`src/rtl/mdu_sequencer.sv`:
```
// Multiply/divide unit sequencer.
// Shift-add multiply and restoring divide over 32 iterations on one shared
// 33-bit adder, followed by a sign-fix cycle that writes HI/LO.
// MTHI/MTLO writes and divide-by-zero complete directly from IDLE.
module mdu_sequencer (
    input  logic        clk,
    input  logic        rst,
    input  logic        start,
    input  logic [2:0]  op,
    input  logic [31:0] a,
    input  logic [31:0] b,
    input  logic        flush,
    output logic        busy,
    output logic        stall,
    output logic        done,
    output logic [31:0] hi,
    output logic [31:0] lo
);

    typedef enum logic [1:0] {
        S_IDLE = 2'd0,
        S_MUL  = 2'd1,
        S_DIV  = 2'd2,
        S_FIX  = 2'd3
    } state_t;

    localparam logic [2:0] OP_MULT  = 3'b000;
    localparam logic [2:0] OP_MULTU = 3'b001;
    localparam logic [2:0] OP_DIV   = 3'b010;
    localparam logic [2:0] OP_DIVU  = 3'b011;
    localparam logic [2:0] OP_MTHI  = 3'b100;
    localparam logic [2:0] OP_MTLO  = 3'b101;

    // Magnitude of a value when treated as signed, raw value otherwise.
    function automatic logic [31:0] f_abs(input logic [31:0] v, input logic sgn);
        f_abs = (sgn && v[31]) ? (~v + 32'd1) : v;
    endfunction

    state_t      r_state;
    state_t      w_next;
    logic [5:0]  r_cnt;
    logic [31:0] r_acc;     // partial product high half / partial remainder
    logic [31:0] r_mq;      // multiplier -> product low half / dividend -> quotient
    logic [31:0] r_opnd;    // multiplicand / divisor magnitude
    logic        r_is_div;
    logic        r_qsign;   // product or quotient negative
    logic        r_rsign;   // remainder negative
    logic        r_done;
    logic [31:0] r_hi;
    logic [31:0] r_lo;

    logic        w_accept;
    logic        w_sgn;
    logic [32:0] w_x;
    logic [32:0] w_y;
    logic        w_cin;
    logic [33:0] w_sum;

    assign w_accept = start & ~flush & (r_state == S_IDLE);
    assign w_sgn    = ~op[0];
    assign w_sum    = {1'b0, w_x} + {1'b0, w_y} + {33'd0, w_cin};

    // Shared adder operand selection: add multiplicand or subtract divisor.
    always_comb begin
        w_x   = {1'b0, r_acc};
        w_y   = 33'd0;
        w_cin = 1'b0;
        case (r_state)
            S_DIV: begin
                w_x   = {r_acc, r_mq[31]};
                w_y   = ~{1'b0, r_opnd};
                w_cin = 1'b1;
            end
            S_MUL: begin
                w_x   = {1'b0, r_acc};
                w_y   = r_mq[0] ? {1'b0, r_opnd} : 33'd0;
                w_cin = 1'b0;
            end
            default: begin
                w_x   = {1'b0, r_acc};
                w_y   = 33'd0;
                w_cin = 1'b0;
            end
        endcase
    end

    // FSM state register.
    always_ff @(posedge clk) begin
        if (!rst) begin
            r_state <= S_IDLE;
        end else begin
            r_state <= w_next;
        end
    end

    // Next-state logic; flush abandons any iteration or fix cycle.
    always_comb begin
        w_next = r_state;
        case (r_state)
            S_IDLE: begin
                if (w_accept && (op == OP_MULT || op == OP_MULTU)) begin
                    w_next = S_MUL;
                end else if (w_accept && (op == OP_DIV || op == OP_DIVU) && (b != 32'd0)) begin
                    w_next = S_DIV;
                end else begin
                    w_next = S_IDLE;
                end
            end
            S_MUL, S_DIV: begin
                if (flush) begin
                    w_next = S_IDLE;
                end else if (r_cnt == 6'd31) begin
                    w_next = S_FIX;
                end else begin
                    w_next = r_state;
                end
            end
            S_FIX:   w_next = S_IDLE;
            default: w_next = S_IDLE;
        endcase
    end

    // Datapath: operand latch, iterations, sign fix and HI/LO write.
    always_ff @(posedge clk) begin
        if (!rst) begin
            r_cnt    <= 6'd0;
            r_acc    <= 32'd0;
            r_mq     <= 32'd0;
            r_opnd   <= 32'd0;
            r_is_div <= 1'b0;
            r_qsign  <= 1'b0;
            r_rsign  <= 1'b0;
            r_done   <= 1'b0;
            r_hi     <= 32'd0;
            r_lo     <= 32'd0;
        end else begin
            case (r_state)
                S_IDLE: begin
                    r_done <= 1'b0;
                    if (w_accept) begin
                        case (op)
                            OP_MULT, OP_MULTU: begin
                                r_acc    <= 32'd0;
                                r_mq     <= f_abs(b, w_sgn);
                                r_opnd   <= f_abs(a, w_sgn);
                                r_qsign  <= w_sgn & (a[31] ^ b[31]);
                                r_rsign  <= 1'b0;
                                r_is_div <= 1'b0;
                                r_cnt    <= 6'd0;
                            end
                            OP_DIV, OP_DIVU: begin
                                if (b == 32'd0) begin
                                    r_hi   <= a;
                                    r_lo   <= 32'hFFFF_FFFF;
                                    r_done <= 1'b1;
                                end else begin
                                    r_acc    <= 32'd0;
                                    r_mq     <= f_abs(a, w_sgn);
                                    r_opnd   <= f_abs(b, w_sgn);
                                    r_qsign  <= w_sgn & (a[31] ^ b[31]);
                                    r_rsign  <= w_sgn & a[31];
                                    r_is_div <= 1'b1;
                                    r_cnt    <= 6'd0;
                                end
                            end
                            OP_MTHI: r_hi <= a;
                            OP_MTLO: r_lo <= a;
                            default: r_done <= 1'b0;
                        endcase
                    end
                end
                S_MUL: begin
                    r_done <= 1'b0;
                    if (!flush) begin
                        r_acc <= w_sum[32:1];
                        r_mq  <= {w_sum[0], r_mq[31:1]};
                        r_cnt <= r_cnt + 6'd1;
                    end
                end
                S_DIV: begin
                    r_done <= 1'b0;
                    if (!flush) begin
                        // Carry out means the shifted remainder covered the divisor.
                        r_acc <= w_sum[33] ? w_sum[31:0] : {r_acc[30:0], r_mq[31]};
                        r_mq  <= {r_mq[30:0], w_sum[33]};
                        r_cnt <= r_cnt + 6'd1;
                    end
                end
                S_FIX: begin
                    if (flush) begin
                        r_done <= 1'b0;
                    end else begin
                        r_done <= 1'b1;
                        if (r_is_div) begin
                            r_lo <= r_qsign ? (~r_mq + 32'd1) : r_mq;
                            r_hi <= r_rsign ? (~r_acc + 32'd1) : r_acc;
                        end else begin
                            {r_hi, r_lo} <= r_qsign ? (~{r_acc, r_mq} + 64'd1) : {r_acc, r_mq};
                        end
                    end
                end
                default: r_done <= 1'b0;
            endcase
        end
    end

    // Output decode from registered state.
    always_comb begin
        busy  = (r_state != S_IDLE);
        stall = (r_state != S_IDLE);
        done  = r_done;
        hi    = r_hi;
        lo    = r_lo;
    end

endmodule

```
`config.mk`:
```
export PLATFORM = sky130hd
export DESIGN_NAME = mdu_sequencer
export DESIGN_NICKNAME = d
export VERILOG_FILES = /design/src/rtl/mdu_sequencer.sv
export SDC_FILE = /design/constraint.sdc
export NUM_CORES = 1
export LEC_CHECK = 0
export CAP_MARGIN = 20
export CORE_ASPECT_RATIO = 1.2
export CORE_MARGIN = 2
export CORE_UTILIZATION = 50
export DETAILED_ROUTE_END_ITERATION = 10
export GPL_TIMING_DRIVEN = 0
export PLACE_DENSITY = 0.71
export SETUP_SLACK_MARGIN = 0.15
export SLEW_MARGIN = 40
export SYNTH_ARGS = -nofsm -noshare
export SYNTH_HDL_FRONTEND = slang
export SYNTH_SLANG_ARGS = --single-unit
```
`constraint.sdc`:
```
create_clock -name clk -period 12.8 [get_ports clk]
set_input_delay 2.56 -clock clk [delete_from_list [all_inputs] [get_ports clk]]
set_output_delay 2.56 -clock clk [all_outputs]
set_load 0.02 [all_outputs]
```
; After elaboration in Yosys (flattened, before gate mapping)
; Cells that the tools add are included.
[op_classes]
addsub = 8
eq_ne = 21
muxes = 57
bitwise = 13
reduce_logical = 24
[ops]
columns = cell, count
row1 = 32-bit 2-to-1 mux, 23
row2 = 32-bit case mux with 2 select lines, 7
row3 = 32-bit case mux with 3 select lines, 2
row4 = "32-bit by 1-bit adder with 32-bit output, second input constant", 4
row5 = 32-bit NOT, 4
row6 = 33-bit case mux with 2 select lines, 1
row7 = "64-bit by 1-bit adder with 64-bit output, second input constant", 1
row8 = 64-bit 2-to-1 mux, 1
row9 = 64-bit NOT, 1
row10 = 33-bit by 33-bit adder with 34-bit output, 1
row11 = 34-bit by 1-bit adder with 34-bit output, 1
row12 = 33-bit 2-to-1 mux, 1
row13 = 32-bit NOT with 33-bit output, 1
row14 = 32-bit logical NOT, 1
row15 = 32-bit nonzero test, 1
row16 = 6-bit case mux with 2 select lines, 2
row17 = 6-bit 2-to-1 mux, 3
row18 = 5-bit AND reduction, 3
row19 = "2-bit inequality test, second input constant", 6
row20 = "3-bit by 1-bit inequality test with 1-bit output, second input constant", 4
row21 = 1-bit 2-to-1 mux, 8
row22 = 2-bit 2-to-1 mux, 4
row23 = 2-bit nonzero test, 4
row24 = "6-bit by 1-bit adder with 6-bit output, second input constant", 1
row25 = 21 further kinds, 38
[word_totals]
register_bits = 172
input_bits = 71
output_inout_bits = 67
wordCells = 134

; Logic depth before layout (Yosys ltp)
[logic_depth]
ltp_word = 8
ltp_mapped = 20
depth_no_buf = 17

; Worst setup path before layout
; OpenSTA, ideal clock, no wires.
[synth_path]
path_kind = input to register
from = input port b[5]
to = register r_mq[6]
t_arrival_ns = 5.069
required_ns = 12.672
setup_slack_ns = 7.604
path_stages = 10
cell_sequence = or4_1 or4_1 nor3b_2 a41oi_1 o31ai_1 buf_2 buf_2 a211oi_1 a21oi_1 nor2_1
[synth_via]
elab_chain_cells = 6
elab_cells_between_ends = 9
classes_between = add/sub: 1 / eq/ne: 1 / mux: 4 / bitwise: 1 / reduce/logical: 2
[synth_rtl]
columns = item, line
row1 = start: declaration, 11  ; input logic [31:0] b,
row2 = 32-bit NOT, 36  ; f_abs = (sgn && v[31]) ? (~v + 32'd1) : v;
row3 = 32-bit by 1-bit adder with 32-bit output, 36
row4 = 32-bit 2-to-1 mux, 36
row5 = 32-bit case mux with 2 select lines, 141  ; case (op)
row6 = 32-bit 2-to-1 mux, 140  ; if (w_accept) begin
row7 = 32-bit case mux with 3 select lines, 137  ; case (r_state)
row8 = end signal: assignment, 144  ; r_mq <= f_abs(b, w_sgn);
row9 = end signal: assignment, 158  ; r_mq <= f_abs(a, w_sgn);
row10 = end signal: assignment, 176  ; r_mq <= {w_sum[0], r_mq[31:1]};
row11 = end: declaration, 43  ; logic [31:0] r_mq;
; Several ways; a longest one is shown, not always the timed one. The select of a mux whose other input is x is not followed.
; A chain may end at the register's enable or synchronous reset.

; Worst setup path after layout
[layout_path]
from = input port b[21]
to = register r_acc[5]
[layout_via]
elab_chain_cells = 3
[layout_rtl]
columns = item, line
row1 = 32-bit logical NOT, 152  ; if (b == 32'd0) begin
row2 = 3-bit inequality test (no source line), n/a
row3 = 6-bit AND reduction (no source line), n/a
row4 = end signal: assignment, 175  ; r_acc <= w_sum[32:1];
row5 = end signal: assignment, 184  ; r_acc <= w_sum[33] ? w_sum[31:0] : {r_acc[30:0], r_mq[31]};
row6 = end: declaration, 42  ; logic [31:0] r_acc;
; Every way passes these cells.

==> flow_summary_export.csv <==
group,metric,value,unit
run_status,outcome,"finished clean",
finish,finalNetCount,2227,
clock_tree,cts.sinks,172,
clock_tree,cts_resized,0,
yosys,avgSynthCellArea,7.29,um^2
floorplan,initial_core_util,0.509,
yosys,postSynthCellCount,1957,
sta,finalCriticalPeriod,6520,ps
grt,grt_pass1_wl,91600,um
clock_tree,cts.htree.levels,4,
clock_tree,clock_latency,450,ps
grt,antenna_found_initial,0,
sta,drv_slew,0,
setup_path,crit_fanout,10,
routing,drt-wirelength-per-cell,24.9,um
hold_path,hold_class,"register to register",
grt,grt_overflow,0,
floorplan,die-height,189,um
yosys,synth_fp_nets,2072,
setup_path,critical_path.slowest_cell,"nor4_1",
yosys,yosysSeqAreaShare,0.241,
sta,rsz0062_at_grt,"false",
sta,hold_viol_final,0,
placed_design,place_hpwl,49600,um
grt,grt_max_degree,17,
setup_path,cp_cell_sequence,"clkdlybuf4s50_1, or4_1, or4_1, nor4_1, a41oi_1, o31ai_1, buf_2, buf_2, nand2_1, o41ai_1, nand2_1, o21ai_0",
setup_path,arrival,6880,ps
yosys,synth-seq-cells,172,
setup_path,worstPathRequired,13160,ps
routing,vias,16400,
finish,final_common_cell,"nand2_1",
yosys,synth_edf_count,0,
clock_tree,post_cts.repair.setup_buffers,0,
sta,timing.final.crit_share,0.509,
sta,worst_slack,6280,ps
placed_design,io_buffers,132,
clock_tree,cts_root_buf,"clkbuf_16",
routing,first_pass_iters,6,
job,maxCapViolations,0,
placed_design,gp_congestion,1.05,
finish,antennaDiodeCount,0,
power_and_ir_drop,power.density,88.1,nW/um^2
sta,setup_viol,0,
setup_path,worst-path-buf-inv,3,
placed_design,dp_worst_setup_slack,5990,ps
finish,drive_gt1_frac,0.0522,
clock_tree,clockBufferDepth,2,
grt,grt.total_usage,0.410,
setup_path,cp-end-kind,"register",
sta,fin_skew,15.4,ps
floorplan,core,28000,um^2
routing,drc_errors,0,
sta,worst_slew_pin_slew,915,ps
sta,clock.fmax,153,MHz
clock_tree,numCtsBuffers,17,
floorplan,num_rows,67,
clock_tree,holdBufCountCts,0,
finish,fillers,2770,
grt,grt_pass1_vias,15300,
yosys,synth_area,14300,um^2
floorplan,die_area,29900,um^2
routing,vias_per_cell,6.53,
clock_tree,cts_tree,"done",
setup_path,crit_family,"simple AND/OR/NAND/NOR gates",
yosys,dominantRegCellSynth,"dfxtp_1",
setup_path,slowest_delay,670,ps
yosys,ys_types,75,
finish,final_cell_mix,"nand2_1 (246), a21oi_1 (188), dfxtp_1 (172), nor2_1 (157), clkbuf_1 (143)",
finish,area_growth,17.3,%
power_and_ir_drop,ir_drop,0.0663,mV
yosys,synthArstFlopShare,0,
power_and_ir_drop,p_leak,6.13,nW
routing,routed_wl,62400,um
setup_path,path_class,"primary input to register",
setup_path,startpoint_type,"primary input",
routing,ant_nets,0,
clock_tree,clk_pin_slew,70,ps
floorplan,die-width,158,um
routing,drtIter0Drc,1858,
floorplan,ios,138,
yosys,ys_warn_count,0,
sta,setup_tns,0,ps
sta,slew_headroom,0.390,
==> final cells by class <==
class	instances	area, um^2	share of cell area
well taps	379	474	0.0284
multi-input cells	1585	10100	0.603
repair buffers	136	1360	0.0811
clock inverters	10	104	0.00621
plain buffers	169	664	0.0397
inverters	31	116	0.00696
clock buffers	22	484	0.0290
flip-flops and latches	172	3440	0.206
==> flip-flops by register name, summed over array words and instances (netlist names) <==
register  flops
done          1
hi           32
lo           32
r_acc        32
r_cnt         6
r_is_div      1
r_mq         32
r_opnd       32
r_qsign       1
r_rsign       1
r_state       2
==> synthesized netlist by cell type (33+ instances only) <==
library cell,count,share of area
ha_1,42,0.037
nor2_1,157,0.041
o21ai_0,123,0.043
clkbuf_1,142,0.037
nand3_1,47,0.016
o211ai_1,42,0.022
a211oi_1,49,0.026
mux2i_1,71,0.050
a21oi_1,188,0.066
nor3_1,33,0.012
xnor2_1,74,0.045
dfxtp_1,172,0.24
nor2b_1,43,0.019
xor2_1,76,0.047
nand2_1,246,0.065
a22oi_1,37,0.019
==> stage by stage <==
step                      power, mW   util  hold slack (ps)  cell area (um^2)  std cells
final                          1.47  0.597              450             16700       2504
after global routing           1.51  0.597              469             16700       2504
after CTS                      1.45  0.597              452             16700       2504
after detailed placement      0.927  0.576              443             16100       2472
after global placement        0.921  0.573              439             16100       2468
after floorplan               0.778      -              445             14300       1957
==> power by group <==
part | internal, mW | switching (mW) | leakage, nW | total (mW)
clock network | 0.292 | 0.248 | 0.276 | 0.540
logic | 0.118 | 0.243 | 4.46 | 0.361
registers | 0.553 | 0.0200 | 1.39 | 0.573
==> routing by layer <==
metal,GRT usage,routed length [um]
met5,0,0
met4,0.291,5340
met3,0.0787,5560
met2,0.651,28200
met1,0.493,23400
==> worst paths after layout <==
check / startpoint / endpoint / slack (ps) / cells after the start
worst min register to register: lo[15] / lo[15] / 450 / 2
worst min-delay path: lo[15] / lo[15] / 450 / 2
worst max register to register: r_state[0] / r_acc[16] / 6520 / 17
worst max-delay path: b[21] / r_acc[5] / 6280 / 12
==> logic make-up (layout without fill, tap and decap cells) <==
logic type / Yosys count / after routing / share of synthesized area
simple gates: 664 / 664 / 0.219
compound gates: 630 / 630 / 0.282
buf+inv: 200 / 368 / 0.0547
flops: 172 / 172 / 0.241
xor+xnor: 150 / 150 / 0.0921
mux: 97 / 97 / 0.0704
fa+ha+maj: 44 / 44 / 0.0397
==> tightest hold or removal path, cell delays in order (launching register included) <==
cell	delay [ps]
dfxtp_1	310
nand2_1	50
a21oi_1	50
Note: power is estimated with default switching activity, not from simulation.
